==> config.mk <==
export PLATFORM = sky130hd
export DESIGN_NAME = mem_access_unit
export DESIGN_NICKNAME = d
export VERILOG_FILES = /design/src/rtl/mem_pkg.sv /design/src/rtl/mem_lane_align.sv /design/src/rtl/mem_access_unit.sv
export SDC_FILE = /design/constraint.sdc
export NUM_CORES = 1
export LEC_CHECK = 0
export BUFFER_PORTS_ARGS = -buffer_cell sky130_fd_sc_hd__buf_4
export CAP_MARGIN = 40
export CORE_ASPECT_RATIO = 1.4
export CORE_MARGIN = 5
export CORE_UTILIZATION = 27
export DETAILED_ROUTE_END_ITERATION = 7
export GPL_ROUTABILITY_DRIVEN = 0
export SKIP_LAST_GASP = 1
export SLEW_MARGIN = 20
export SYNTH_ARGS = -nofsm -noshare
export SYNTH_HDL_FRONTEND = slang
export SYNTH_SLANG_ARGS = --single-unit
==> constraint.sdc <==
create_clock -name clk -period 2.6 [get_ports clk]
set_clock_uncertainty 0.1 [all_clocks]
set_input_delay 0.26 -clock clk [delete_from_list [all_inputs] [get_ports clk]]
set_output_delay 0.26 -clock clk [all_outputs]
set_load 0.01 [all_outputs]
==> src/rtl/mem_pkg.sv <==
// Shared definitions for the load/store unit: access-size codes, FSM states
// and the lane-count helper used to size byte enables.
package mem_pkg;

    localparam logic [1:0] SZ_BYTE  = 2'b00;
    localparam logic [1:0] SZ_HALF  = 2'b01;
    localparam logic [1:0] SZ_WORD  = 2'b10;
    localparam logic [1:0] SZ_DWORD = 2'b11;

    typedef enum logic [2:0] {
        ST_IDLE  = 3'd0,
        ST_ISSUE = 3'd1,
        ST_WAIT  = 3'd2,
        ST_DONE  = 3'd3,
        ST_FAULT = 3'd4
    } state_e;

    function automatic int lanes_of(input int data_w);
        return data_w / 32'sd8;
    endfunction

endpackage

==> src/rtl/mem_lane_align.sv <==
// Byte-lane steering: store-side byte enables and replicated write data,
// load-side lane select with sign/zero extension. Purely combinational.
module mem_lane_align
    import mem_pkg::*;
#(
    parameter int DATA_W     = 32,
    parameter bit BIG_ENDIAN = 1'b1,
    localparam int LANES     = lanes_of(DATA_W),
    localparam int LANE_W    = $clog2(LANES)
) (
    input  logic [1:0]        st_size,
    input  logic [LANE_W-1:0] st_lane,
    input  logic [DATA_W-1:0] st_wdata,
    output logic [LANES-1:0]  st_be,
    output logic [DATA_W-1:0] st_wdata_rep,
    input  logic [1:0]        ld_size,
    input  logic [LANE_W-1:0] ld_lane,
    input  logic              ld_unsigned,
    input  logic [DATA_W-1:0] ld_rdata,
    output logic [DATA_W-1:0] ld_data
);

    logic [3:0]        st_bytes_s;
    logic [6:0]        ld_bits_s;
    logic [DATA_W-1:0] ld_field_s;
    logic              ld_sign_s;

    // Byte enables: a run of size bytes starting at the lane, mapped to bit lanes by endianness
    always_comb begin
        st_be      = '0;
        st_bytes_s = 4'd1 << st_size;
        for (int j = 0; j < LANES; j++) begin
            st_be[BIG_ENDIAN ? (LANES - 1 - j) : j] =
                (j >= int'(st_lane)) && (j < int'(st_lane) + int'(st_bytes_s));
        end
    end

    // Store data: low size bits of the operand repeated across the full bus
    always_comb begin
        st_wdata_rep = '0;
        case (st_size)
            SZ_BYTE: for (int i = 0; i < DATA_W; i++) st_wdata_rep[i] = st_wdata[i % 8];
            SZ_HALF: for (int i = 0; i < DATA_W; i++) st_wdata_rep[i] = st_wdata[i % 16];
            SZ_WORD: for (int i = 0; i < DATA_W; i++) st_wdata_rep[i] = st_wdata[i % 32];
            default: st_wdata_rep = st_wdata;
        endcase
    end

    // Load path: right-justify the addressed bytes, then extend above the access width
    always_comb begin
        ld_bits_s = 7'd8 << ld_size;
        if (BIG_ENDIAN) begin
            ld_field_s = (ld_rdata << {ld_lane, 3'b000}) >> (DATA_W - int'(ld_bits_s));
        end else begin
            ld_field_s = ld_rdata >> {ld_lane, 3'b000};
        end
        case (ld_size)
            SZ_BYTE: ld_sign_s = ld_field_s[7];
            SZ_HALF: ld_sign_s = ld_field_s[15];
            SZ_WORD: ld_sign_s = ld_field_s[31];
            default: ld_sign_s = ld_field_s[DATA_W-1];
        endcase
        ld_sign_s = ld_sign_s & ~ld_unsigned;
        ld_data   = '0;
        for (int i = 0; i < DATA_W; i++) begin
            ld_data[i] = (i < int'(ld_bits_s)) ? ld_field_s[i] : ld_sign_s;
        end
    end

endmodule

==> src/rtl/mem_access_unit.sv <==
// Load/store unit with one transaction in flight over a request/grant/rvalid
// memory handshake; faults on misaligned or unsupported sizes without touching memory.
module mem_access_unit
    import mem_pkg::*;
#(
    parameter int DATA_W     = 32,
    parameter int ADDR_W     = 32,
    parameter bit BIG_ENDIAN = 1'b1,
    parameter int RD_W       = 5,
    localparam int LANES     = lanes_of(DATA_W),
    localparam int LANE_W    = $clog2(LANES)
) (
    input  logic              clk,
    input  logic              rst,
    input  logic              req_valid,
    output logic              req_ready,
    input  logic              req_we,
    input  logic [1:0]        req_size,
    input  logic              req_unsigned,
    input  logic [ADDR_W-1:0] req_addr,
    input  logic [DATA_W-1:0] req_wdata,
    input  logic [RD_W-1:0]   req_rd,
    output logic              resp_valid,
    output logic [DATA_W-1:0] resp_rdata,
    output logic [RD_W-1:0]   resp_rd,
    output logic              resp_we,
    output logic              resp_misalign,
    output logic              mem_req,
    input  logic              mem_gnt,
    output logic              mem_we,
    output logic [ADDR_W-1:0] mem_addr,
    output logic [LANES-1:0]  mem_be,
    output logic [DATA_W-1:0] mem_wdata,
    input  logic              mem_rvalid,
    input  logic [DATA_W-1:0] mem_rdata
);

    localparam bit HAS_DWORD = (DATA_W == 64);

    state_e            state_r;
    logic              we_r;
    logic              uns_r;
    logic [1:0]        size_r;
    logic [LANE_W-1:0] lane_r;
    logic [RD_W-1:0]   rd_r;
    logic              illegal_s;
    logic [LANES-1:0]  be_s;
    logic [DATA_W-1:0] wrep_s;
    logic [DATA_W-1:0] ld_data_s;

    mem_lane_align #(
        .DATA_W     (DATA_W),
        .BIG_ENDIAN (BIG_ENDIAN)
    ) u_align (
        .st_size      (req_size),
        .st_lane      (req_addr[LANE_W-1:0]),
        .st_wdata     (req_wdata),
        .st_be        (be_s),
        .st_wdata_rep (wrep_s),
        .ld_size      (size_r),
        .ld_lane      (lane_r),
        .ld_unsigned  (uns_r),
        .ld_rdata     (mem_rdata),
        .ld_data      (ld_data_s)
    );

    // Classify the presented request as unaligned or wider than the bus
    always_comb begin
        case (req_size)
            SZ_BYTE:  illegal_s = 1'b0;
            SZ_HALF:  illegal_s = req_addr[0];
            SZ_WORD:  illegal_s = |req_addr[1:0];
            SZ_DWORD: illegal_s = ~HAS_DWORD | (|req_addr[2:0]);
            default:  illegal_s = 1'b1;
        endcase
    end

    // Transaction FSM; every output is a register so memory sees a clean request
    always_ff @(posedge clk or negedge rst) begin
        if (!rst) begin
            state_r       <= ST_IDLE;
            req_ready     <= 1'b1;
            we_r          <= 1'b0;
            uns_r         <= 1'b0;
            size_r        <= SZ_BYTE;
            lane_r        <= '0;
            rd_r          <= '0;
            resp_valid    <= 1'b0;
            resp_rdata    <= '0;
            resp_rd       <= '0;
            resp_we       <= 1'b0;
            resp_misalign <= 1'b0;
            mem_req       <= 1'b0;
            mem_we        <= 1'b0;
            mem_addr      <= '0;
            mem_be        <= '0;
            mem_wdata     <= '0;
        end else begin
            resp_valid    <= 1'b0;
            resp_rdata    <= '0;
            resp_rd       <= '0;
            resp_we       <= 1'b0;
            resp_misalign <= 1'b0;
            case (state_r)
                ST_IDLE: begin
                    if (req_valid) begin
                        req_ready <= 1'b0;
                        we_r      <= req_we;
                        uns_r     <= req_unsigned;
                        size_r    <= req_size;
                        lane_r    <= req_addr[LANE_W-1:0];
                        rd_r      <= req_rd;
                        if (illegal_s) begin
                            state_r       <= ST_FAULT;
                            resp_valid    <= 1'b1;
                            resp_misalign <= 1'b1;
                            resp_rd       <= req_rd;
                        end else begin
                            state_r   <= ST_ISSUE;
                            mem_req   <= 1'b1;
                            mem_we    <= req_we;
                            mem_addr  <= {req_addr[ADDR_W-1:LANE_W], {LANE_W{1'b0}}};
                            mem_be    <= be_s;
                            mem_wdata <= wrep_s;
                        end
                    end
                end
                ST_ISSUE: begin
                    if (mem_gnt) begin
                        mem_req   <= 1'b0;
                        mem_we    <= 1'b0;
                        mem_addr  <= '0;
                        mem_be    <= '0;
                        mem_wdata <= '0;
                        if (we_r) begin
                            state_r    <= ST_DONE;
                            resp_valid <= 1'b1;
                            resp_rd    <= rd_r;
                        end else begin
                            state_r <= ST_WAIT;
                        end
                    end
                end
                ST_WAIT: begin
                    if (mem_rvalid) begin
                        state_r    <= ST_DONE;
                        resp_valid <= 1'b1;
                        resp_we    <= 1'b1;
                        resp_rdata <= ld_data_s;
                        resp_rd    <= rd_r;
                    end
                end
                ST_DONE, ST_FAULT: begin
                    state_r   <= ST_IDLE;
                    req_ready <= 1'b1;
                end
                default: begin
                    state_r   <= ST_IDLE;
                    req_ready <= 1'b1;
                    mem_req   <= 1'b0;
                end
            endcase
        end
    end

endmodule

Yosys cells after proc, flatten, opt, wreduce, memory -nomap -nowiden:

Index checks and enable logic that the tools add are counted.

* bits of input ports: 110
* bits in registers: 125
* logic and storage cells: 170

* reduce and logical (&&, ||, !) cells: 15
* shift-type cells: 4
* eq/ne operators: 12
* $lt $le $gt $ge: 39
* add/sub/neg operators: 2
* bitwise gates (word level): 4
* multiplexer cells: 77

Operators with widths (count)
* 32-bit 2-to-1 mux: 7
* 32-bit case mux with 2 select lines: 3
* 5-bit by 7-bit less-than comparator with 1-bit output (first input constant): 16
* 3-bit by 32-bit less-than comparator with 1-bit output (first input constant): 2
* 4-bit by 7-bit less-than comparator with 1-bit output (first input constant): 8
* 1-bit 2-to-1 mux: 46
* 1-bit by 32-bit less-than comparator with 1-bit output (first input constant): 1
* 2-bit by 32-bit less-than comparator with 1-bit output (first input constant): 1
* 32-bit by 5-bit left shift with 32-bit output: 1
* 32-bit by 32-bit >> shifter with 32-bit output: 1
* 3-bit by 7-bit less-than comparator with 1-bit output (first input constant): 4
* 5-bit 2-to-1 mux: 5
* 5-bit case mux with 3 select lines: 1
* 1-bit by 7-bit less-than comparator with 1-bit output (first input constant): 2
* 2-bit by 7-bit less-than comparator with 1-bit output (first input constant): 2
* 3-bit 2-to-1 mux: 4
* 4-bit 2-to-1 mux: 3
* 3-bit case mux with 3 select lines: 1
* 2-bit != test (second input constant): 4
* 4-bit case mux with 2 select lines: 1
* 4-bit AND reduction: 2
* 6-bit by 7-bit subtractor with 8-bit output (first input constant): 1
* 4-bit by 2-bit left shift with 7-bit output (first input constant): 1
* 3-bit by 2-bit equality test with 1-bit output (second input constant): 2
* 21 further kinds: 34

Depth between registers and ports, before layout:

Gate-level depths: netlist (run 1).

* word-level depth: 8
* mapped depth: 11
* depth with buffers taken out: 8

By module:

Synthesis (run 1) repeated with hierarchy kept, for this count alone.

* cells, all modules: 709
* area, all modules: 6988.0 um2

Modules (own cells, without submodules)
* mem_access_unit: area each 4989.8 um2, instances 1, cells an instance 431
* mem_lane_align: area each 1998.2 um2, instances 1, cells an instance 278

Least setup slack after synthesis (run 1):

Ideal clock, no wire load.

* path type: register to register
* from: reg size_r[0]
* to: reg resp_rdata[7]
* cell stages (with the launch flop): 10
* arrival: 2.658 ns
* setup time: 0.066 ns
* buffers on the path: 3
* setup slack: -0.225 ns
* path through: dfrtp_1 > or2_1 > buf_2 > buf_2 > clkbuf_1 > ha_1 > or4_4 > o22a_4 > a31oi_1 > and3b_1

* cells in the longest elaborated chain, start to end: 8

RTL lines
* start: declaration: line mem_access_unit.sv:43 `logic [1:0] size_r;`
* start signal: assignment: line mem_access_unit.sv:110 `size_r <= req_size;`
* 4-bit by 2-bit left shift with 7-bit output: line mem_lane_align.sv:51 `ld_bits_s = 7'd8 << ld_size;`
* 6-bit by 7-bit subtractor with 8-bit output: line mem_lane_align.sv:53 `ld_field_s = (ld_rdata << {ld_lane, 3'b000}) >> (DATA_W - int'(ld_bits_s));`
* 32-bit by 32-bit >> shifter with 32-bit output: line mem_lane_align.sv:53
* 1-bit case mux with 2 select lines: line mem_lane_align.sv:57 `case (ld_size)`
* 1-bit bitwise AND: line mem_lane_align.sv:63 `ld_sign_s = ld_sign_s & ~ld_unsigned;`
* 1-bit 2-to-1 mux (*): line mem_lane_align.sv:66 `ld_data[i] = (i < int'(ld_bits_s)) ? ld_field_s[i] : ld_sign_s;`
* 32-bit 2-to-1 mux (*): line mem_access_unit.sv:145 `if (mem_rvalid) begin`
* 32-bit 2-to-1 mux (*): line mem_access_unit.sv:104 `case (state_r)`
* end signal: assignment: line mem_access_unit.sv:149 `resp_rdata <= ld_data_s;`
* end: declaration: line mem_access_unit.sv:24 `output logic [DATA_W-1:0] resp_rdata,`

Mark *: on every way between the ends. The rest lies on a longest branch, timed or not.
A chain may end at the register's enable or synchronous reset.

Worst setup path after layout (run 1):

* from: reg size_r[1]
* to: reg resp_rdata[25]

Same word-level chain as after synthesis.

==> results_dict.tcl, run 1 <==
set metrics [dict create \
    dr_total_vias 6097 \
    grt.overflow.total 0 \
    timing.critical_path.arrival_ns 2.57 \
    clk_latency_ns 0.41 \
    timing.hold.ws_ns 0.0267 \
    cts_root_buffer "clkbuf_16" \
    clock_sinks 123 \
    synthesis.area_um2 6410 \
    async_flop_share 1.00 \
    post-place-cells 1179 \
    status "complete, no violations" \
    slew_headroom 0.502 \
    netlist_instances 674 \
    p_total_w 0.0110 \
    port_buffers 218 \
    post-route-min-period_ns 2.40 \
    tns_ns 0 \
    peakVddDrop_mv 0.543 \
    via_per_inst 4.87 \
    cts.clk_slew.worst_paths_ns 0.06 \
    powerDensity_nw_per_um2 1150 \
    antenna_cells 0 \
    clk_path_buf_depth 2 \
    ioPinCount 221 \
    hold_path.class "in2reg" \
    yosysWarningCount 0 \
    crit_fanout 13 \
    finish.utilization 0.410 \
    max_freq_ghz 0.417 \
    final.period_utilization 0.922 \
    synth_edf_count 0 \
    synthToLayoutAreaGrowth_pct 49.4 \
    core_um2 23400 \
    cp.required_ns 2.77 \
    hold_violations 0 \
    cts_setup_buffers 0 \
    ant_nets 0 \
    ys.flop_type "dfrtp_1" \
    wirelength_um 21700 \
    ys_seq_area_frac 0.480 \
    grt_max_degree 53 \
    path_class "reg2reg" \
    die_area_um2 27000 \
    setup_violations 0 \
    start_util 0.274 \
    nets 1050 \
    cts_max_level 4 \
    grt_pass1_wl_um 34000 \
    rsz0062_at_grt "true" \
    cts_tree "built" \
    grt_pass1_vias 6255 \
    yosysUniqueCellTypes 62 \
    cts_made_buffers 17 \
    synth.avg_cell_area_um2 9.52 \
    power_leakage_nw 4.72 \
    final_cells 1253 \
    grt_util_all_layers 0.160 \
    dp_hpwl_um 16100 \
    drive_gt1_frac 0.329 \
    rows 66 \
    critical_path.endpoint_type "flop" \
    maxSlewViolCount 0 \
    first_pass_iters 4 \
    startpoint_type "flop" \
    worst_pin_slew_ns 0.739 \
    antenna_found_initial 0 \
    die_h_um 192 \
    ys_ff_latch 123 \
    post_drt_wl_per_cell_um 17.3 \
    fp.dieW_um 140 \
    drc 0 \
    drt_iter0_markers 319 \
    max-cap-violations 0 \
]
[layer usage]
metal / track usage / wire length (um) / up-vias
met5: 0 / 0 / -
met4: 0.0641 / 627 / 0
met3: 0.0506 / 1430 / 40
met2: 0.282 / 11200 / 216
met1: 0.178 / 8430 / 2921
li1: - / - / 2920
[report_power, final]
| part | internal, W | switching, W | total (W) |
|---|---|---|---|
| sequential | 0.00261 | 0.000472 | 0.00308 |
| combinational | 0.00247 | 0.00300 | 0.00547 |
| clock | 0.00158 | 0.000884 | 0.00246 |
[sequential cells by signal (all words and copies together), names as in the netlist]
| name | count |
|---|---|
| lane_r | 2 |
| mem_addr | 30 |
| mem_be | 4 |
| mem_req | 1 |
| mem_wdata | 32 |
| mem_we | 1 |
| rd_r | 5 |
| req_ready | 1 |
| resp_misalign | 1 |
| resp_rd | 5 |
| resp_rdata | 32 |
| resp_valid | 1 |
| resp_we | 1 |
| size_r | 2 |
| state_r | 3 |
| uns_r | 1 |
| we_r | 1 |
[placed cells by master, fill, tap and decap left out, types with 3 or more instances in the layout]
master / instances
nand2b_1: 4
a31oi_1: 3
inv_1: 7
nor2_1: 33
a21oi_1: 44
mux4_2: 3
nand3_1: 38
o22ai_1: 8
a211oi_1: 6
o31ai_1: 29
dlygate4sd3_1: 42
nor3_1: 6
clkbuf_8: 3
mux2_2: 12
buf_12: 4
and3_1: 3
nor2b_1: 11
bufinv_16: 3
o21ai_2: 3
a22o_1: 5
o211ai_1: 6
a2bb2oi_1: 4
ha_1: 4
clkinv_2: 4
nor3b_1: 3
mux2i_1: 57
nand2_1: 132
or3_1: 3
dfrtp_1: 121
a221oi_1: 3
buf_4: 245
o22a_1: 10
clkbuf_16: 17
o21ai_0: 23
[cells in the mapped netlist (5+ instances only)]
library cell / instances / area, um2
a211oi_1: 6 / 45.0
a21oi_1: 45 / 225
a22o_1: 5 / 43.8
buf_1: 6 / 22.5
buf_2: 16 / 80.1
clkbuf_1: 24 / 90.1
dfrtp_1: 122 / 3050
ha_1: 5 / 62.6
inv_1: 7 / 26.3
mux2_2: 12 / 135
mux2i_1: 57 / 571
nand2_1: 132 / 495
nand3_1: 38 / 190
nor2_1: 33 / 124
nor2b_1: 12 / 75.1
nor3_1: 7 / 35.0
o211ai_1: 6 / 45.0
o21ai_0: 23 / 115
o22a_1: 10 / 87.6
o22ai_1: 8 / 50.1
o31ai_1: 29 / 218
[stage by stage]
stage / setup WS (ns) / area, um2
CTS: 0.0620 / 9570
global placement: 0.144 / 8510
global route: -0.0304 / 9580
detailed placement: 0.0675 / 8540
finish: 0.202 / 9580
floorplan: 0.0456 / 6450
[path summary, 6_finish.rpt]
kind | slack [ns] | depth (start not counted) | from | end
max in group asynchronous | 1.23 | 3 | rst | lane_r[0]$_DFFE_PN0P_
min | 0.03 | 3 | req_wdata[4] | mem_wdata[4]$_DFFE_PN0P_
max reg2reg | 0.20 | 8 | size_r[1]$_DFFE_PN0P_ | resp_rdata[25]$_DFF_PN0_
min in group asynchronous | 0.30 | 2 | rst | rd_r[4]$_DFFE_PN0P_
min reg2reg | 0.36 | 2 | mem_addr[3]$_DFFE_PN0P_ | mem_addr[3]$_DFFE_PN0P_
max | 0.20 | 8 | size_r[1]$_DFFE_PN0P_ | resp_rdata[25]$_DFF_PN0_
[final cells by class]
type | instances | area (um2)
multi-input combinational | 493 | 3110
sequential | 123 | 3080
fill | 2317 | 13800
inverter | 7 | 26.3
clock buffer | 21 | 470
tap | 306 | 383
clock inverter | 11 | 143
timing repair buffer | 292 | 2370
[kinds of logic after synthesis]
| group | after synthesis | synth area share |
|---|---|---|
| xor+xnor | 1 | 0.00137 |
| fa+ha+maj | 6 | 0.0129 |
| other cells | 1 | 0.000585 |
| mux | 72 | 0.121 |
| flops | 123 | 0.480 |
| simple gates | 247 | 0.171 |
| compound gates | 165 | 0.172 |
| buf+inv | 59 | 0.0414 |
[critical path: stages, from the launching register on]
cell	delay (ns)
dfrtp_1	0.45
nor2b_1	0.18
inv_1	0.13
ha_4	0.29
nor2b_1	0.14
a22oi_1	0.25
o21ai_2	0.15
o21ai_1	0.41
o21ai_0	0.15
[repair_timing]
item | in CTS | in global routing
hold buffers | 42 | 0
gates resized for setup | 0 | 3
endpoints found under the setup margin | 0 | 15
endpoints found under the hold margin | 86 | 0
No activity file was read; power rests on OpenSTA's default activity.
==> run 2: changes to the inputs <==
Settings changed: SYNTH_HIERARCHICAL set to 1.
Clock period 2.6 ns to 2.15 ns, I/O delays scaled along.
==> results_dict.tcl, run 2 <==
set metrics [dict create \
    cp.required_ns 2.40 \
    final_common_cell "buf_4" \
    grt_pass1_vias 6509 \
    worst_pin_slew_ns 0.647 \
    cts_root_buffer "clkbuf_16" \
    grt_pass1_wl_um 36600 \
    drt_iter0_markers 340 \
    antenna_cells 0 \
    dr_total_vias 6212 \
    grt_util_all_layers 0.157 \
    first_pass_iters 4 \
    hold_violations 0 \
    timing.critical_path.arrival_ns 2.32 \
    drc 0 \
    tns_ns 0 \
    rsz0062_at_grt "true" \
    r2r_start "size_r[0]$_DFFE_PN0P_" \
    startpoint_type "flop" \
    critPathLaunch "size_r[0]$_DFFE_PN0P_" \
    die_area_um2 29200 \
    power_leakage_nw 5.39 \
    ant_nets 0 \
    post-route-min-period_ns 2.07 \
    seq_power_share 0.263 \
    hold_path.class "in2reg" \
    final_cell_mix "252 x buf_4, 133 x nand2_1, 121 x dfrtp_1" \
    async_flop_share 1.00 \
    timing.hold.ws_ns 0.0189 \
    drive_gt1_frac 0.370 \
    path_class "reg2reg" \
    maxSlewViolCount 0 \
    antenna_found_initial 0 \
    ys.flop_type "dfrtp_1" \
    netlist_instances 709 \
    p_switching_w 0.00542 \
    clk_path_buf_depth 2 \
    ioPinCount 221 \
    synthToLayoutAreaGrowth_pct 46.8 \
    setup_violations 0 \
    ff_latch_area_um2 3080 \
    pwr-share-comb 0.527 \
    finish.utilization 0.403 \
    via_per_inst 4.73 \
    start_util 0.274 \
    reg_top3 "mem_wdata x32, resp_rdata x32, mem_addr x30" \
    post_drt_wl_per_cell_um 17.7 \
    peakVddDrop_mv 0.531 \
    cts.clk_slew.worst_paths_ns 0.06 \
    cts_tree "built" \
    max-cap-violations 0 \
    yosysMostFrequentCell "nand2_1" \
    cts_max_level 4 \
    yosysUniqueCellTypes 66 \
    ys_ff_latch 123 \
    critical_path.endpoint_type "flop" \
    multi_input_area_um2 3550 \
    n_fill_cell 2515 \
    grt.overflow.total 0 \
    intPower_w 0.00823 \
    max_freq_ghz 0.483 \
    slew_headroom 0.568 \
    clock_sinks 123 \
    yosysWarningCount 6 \
    synth_top_area_cell "dfrtp_1" \
    synth_edf_count 0 \
    synth.avg_cell_area_um2 9.86 \
    synth_top_area_frac 0.437 \
    rows 69 \
    ys_seq_area_frac 0.441 \
    synthesis.area_um2 6990 \
    powerDensity_nw_per_um2 1330 \
    nets 1096 \
    dp_hpwl_um 17200 \
    cts_made_buffers 17 \
    port_buffers 218 \
    core_um2 25500 \
    clockPowerShare 0.210 \
    die_h_um 200 \
    hold_start "mem_rvalid" \
    status "complete, no violations" \
    switching_share 0.397 \
    synth_commonest_cells "133 x nand2_1, 122 x dfrtp_1, 83 x mux2i_1" \
    clk_latency_ns 0.41 \
    crit_fanout 7 \
    final.period_utilization 0.963 \
    grt_max_degree 69 \
    wirelength_um 23200 \
    fp.dieW_um 146 \
    synth.area.top_cells "dfrtp_1 44%, mux2i_1 12%, nand2_1 7.1%, mux2_2 4.7%, and2_1 3.3%" \
]
run 2: repair_timing:
action / in CTS / in global routing
resized for setup: 0 / 9
setup endpoints to repair: 0 / 24
setup buffers: 0 / 2
hold buffers: 48 / 0
hold endpoints to repair: 112 / 0
run 2: worst paths after layout:
check	end	slack, ns	cells after the start
max	resp_rdata[24]$_DFF_PN0_	0.08	9
min	state_r[0]$_DFFE_PN0P_	0.02	3
max reg2reg	resp_rdata[24]$_DFF_PN0_	0.08	9
min reg2reg	mem_req$_DFFE_PN0P_	0.39	1
max in group asynchronous	mem_addr[23]$_DFFE_PN0P_	1.09	3
min in group asynchronous	resp_rdata[4]$_DFF_PN0_	0.27	2
run 2: layout make-up:
| type | instances | share of cell area |
|---|---|---|
| Multi-Input combinational cell | 504 | 0.346 |
| Sequential cell | 123 | 0.300 |
| Timing Repair Buffer | 309 | 0.246 |
| Clock buffer | 19 | 0.0442 |
| Tap cell | 319 | 0.0389 |
| Clock inverter | 13 | 0.0141 |
| Inverter | 26 | 0.0102 |
run 2: per-stage QoR:
step	cell area [um2]	setup slack [ns]	std cells	power, W
after floorplan	7040	-0.0704	710	0.00793
after global placement	9130	0.0872	1231	0.0106
after detailed placement	9130	0.0437	1231	0.0107
after CTS	10200	0.0176	1311	0.0137
after global routing	10300	-0.00762	1313	0.0146
final	10300	0.0805	1313	0.0136
run 2: critical path, stage by stage, from the launching register on:
cell and delay [ns]:
dfrtp_1 0.40, or2_4 0.27, buf_4 0.16, inv_8 0.05, ha_1 0.18, buf_4 0.14
a31o_2 0.15, nand2_1 0.17, o41ai_2 0.23, and2_1 0.17
run 2: power by group through the flow:
stage	logic (W)	clock network, W	registers [W]
finish	0.00719	0.00287	0.00359
floorplan	0.00410	0	0.00383
global placement	0.00697	0	0.00361
global route	0.00786	0.00307	0.00369
detailed placement	0.00704	0	0.00363
CTS	0.00713	0.00294	0.00359
run 2: metal layers:
metal / track usage / wire length (um) / part of all wire
met1: 0.180 / 9270 / 0.40
met2: 0.287 / 12400 / 0.53
met3: 0.0296 / 983 / 0.042
met4: 0.0594 / 565 / 0.024
met5: 0 / 0 / 0
run 2: kinds of logic (layout without fill, tap and decap cells):
logic type / after synthesis / after routing / share of synthesized area
multiplexers: 127 / 127 / 0.191
XOR/XNOR: 4 / 4 / 0.00501
adder cells (fa/ha/maj): 5 / 5 / 0.00895
flip-flops: 123 / 123 / 0.441
buffers and inverters: 83 / 367 / 0.0661
other: 1 / 2 / 0.000537
AO/OA/AOI/OAI: 137 / 137 / 0.135
AND/OR/NAND/NOR: 229 / 229 / 0.153
==> run 3: changes to the inputs <==
Settings changed: CORE_UTILIZATION 27 to 47, PLACE_DENSITY set to 0.77.
==> results_dict.tcl, run 3 (synthesis gave the netlist of run 2 again) <==
set metrics [dict create \
    status "complete, no violations" \
    p_total_w 0.0135 \
    synthToLayoutAreaGrowth_pct 43.2 \
    post-place-cells 1091 \
    final_cells 1172 \
    grt_pass1_vias 6343 \
    nets 1085 \
    core_um2 14500 \
    dr_total_vias 6270 \
    die_area_um2 17400 \
    first_pass_iters 5 \
    antenna_cells 0 \
    die_h_um 154 \
    tns_ns 0 \
    cts.clk_slew.worst_paths_ns 0.06 \
    cts_max_level 4 \
    grt_pass1_wl_um 33300 \
    peakVddDrop_mv 0.746 \
    hold_path.class "in2reg" \
    max_freq_ghz 0.481 \
    r2r-end "resp_rdata[24]$_DFF_PN0_" \
    hold_start "req_valid" \
    post_drt_wl_per_cell_um 17.8 \
    dp_hpwl_um 14500 \
    grt_max_degree 66 \
    clk_path_buf_depth 2 \
    start_util 0.482 \
    final.period_utilization 0.966 \
    startpoint_type "flop" \
    post-route-min-period_ns 2.08 \
    powerDensity_nw_per_um2 1350 \
    timing.critical_path.arrival_ns 2.27 \
    cts_root_buffer "clkbuf_16" \
    r2r_start "size_r[1]$_DFFE_PN0P_" \
    final_cell_mix "242 x buf_4, 133 x nand2_1, 121 x dfrtp_1" \
    drt_iter0_markers 447 \
    crit_chain "or2_4 -> ha_4 -> xor2_1 -> nor2_1 -> o31ai_1 -> or2_4 -> o41ai_2 -> and2_1" \
    n_fill_cell 1059 \
    clock_sinks 123 \
    path_class "reg2reg" \
    ioPinCount 221 \
    drive_gt1_frac 0.355 \
    crit_fanout 7 \
    final_common_cell "buf_4" \
    reg_top3 "mem_wdata x32, resp_rdata x32, mem_addr x30" \
    max-cap-violations 0 \
    hold_violations 0 \
    maxSlewViolCount 0 \
    via_per_inst 5.35 \
    reg2reg_setup_slack_ns 0.07 \
    slowest_delay_ns 0.40 \
    setup_violations 0 \
    wirelength_um 20800 \
    crit_top_cell "or2_4" \
    rsz0062_at_grt "true" \
    critical_path.endpoint_type "flop" \
    drc 0 \
    cp.required_ns 2.34 \
    hold_end "state_r[0]$_DFFE_PN0P_" \
    antenna_found_initial 0 \
    clk_latency_ns 0.40 \
    grt_util_all_layers 0.238 \
    grt.overflow.total 0 \
    slew_headroom 0.602 \
    fp.dieW_um 113 \
    reg2reg_depth 8 \
    power_leakage_nw 5.36 \
    worst_pin_slew_ns 0.596 \
    cts_made_buffers 17 \
    cts_tree "built" \
    postLayoutSetupSlackWorst_ns 0.0722 \
    holdPathStages 3 \
    ant_nets 0 \
    dp_slack_ns 0.0253 \
    port_buffers 218 \
    rows 52 \
    crit_slowest_cell "dfrtp_1" \
]
[run 3: metal layers]
metal  routed length, um  vias up  track usage
li1                    -     2962            -
met1                7950     2995        0.277
met2               11000      267        0.429
met5                   0        -            0
met3                1210       46       0.0360
met4                 639        0        0.101
[run 3: power breakdown]
part / switching (W) / internal [W] / leakage, nW / total, W
clock network: 0.00100 / 0.00193 / 0.294 / 0.00294
logic: 0.00374 / 0.00321 / 3.43 / 0.00695
registers: 0.000530 / 0.00310 / 1.63 / 0.00363
[run 3: per-stage QoR]
| stage | hold slack (ns) | util | cell area (um2) |
|---|---|---|---|
| 4_1_cts | 0.00147 | 0.688 | 9990 |
| 3_3_place_gp | -0.0798 | 0.613 | 8900 |
| 6_report | 0.0281 | 0.690 | 10000 |
| 2_1_floorplan | -0.181 | - | 7040 |
| 5_1_grt | 0.0209 | 0.690 | 10000 |
| 3_5_place_dp | -0.0796 | 0.613 | 8900 |
[run 3: final cells by class]
| class | count | area (um2) | share of cell area |
|---|---|---|---|
| clock inverters | 12 | 173 | 0.0173 |
| well taps | 189 | 236 | 0.0236 |
| repair buffers | 298 | 2450 | 0.245 |
| inverters | 26 | 105 | 0.0105 |
| clock buffers | 20 | 437 | 0.0436 |
| multi-input cells | 504 | 3530 | 0.353 |
| flip-flops and latches | 123 | 3080 | 0.308 |
[run 3: worst max path at each step]
stage                     startpoint                  endpoint  cells after the start
2_1_floorplan  size_r[1]$_DFFE_PN0P_  resp_rdata[24]$_DFF_PN0_                     11
3_3_place_gp   size_r[1]$_DFFE_PN0P_  resp_rdata[24]$_DFF_PN0_                      8
3_5_place_dp   size_r[1]$_DFFE_PN0P_  resp_rdata[24]$_DFF_PN0_                      8
4_1_cts        size_r[1]$_DFFE_PN0P_  resp_rdata[24]$_DFF_PN0_                      8
5_1_grt        size_r[1]$_DFFE_PN0P_  resp_rdata[28]$_DFF_PN0_                      8
6_report       size_r[1]$_DFFE_PN0P_  resp_rdata[24]$_DFF_PN0_                      8
[run 3: worst max-delay path, delay by kind of cell (launching register included)]
| kind | cells | cell delay [ns] |
|---|---|---|
| AOI/OAI and AO/OA | 2 | 0.30 |
| xor gates and xnor gates | 1 | 0.14 |
| adders and majority gates | 1 | 0.29 |
| DFF | 1 | 0.40 |
| and+or+nand+nor | 4 | 0.73 |
[run 3: repair_timing]
item	CTS	global route
endpoints found under the setup margin	0	23
hold buffers	48	0
hold endpoints to repair	175	0
resized for setup	0	3
setup buffers	0	1
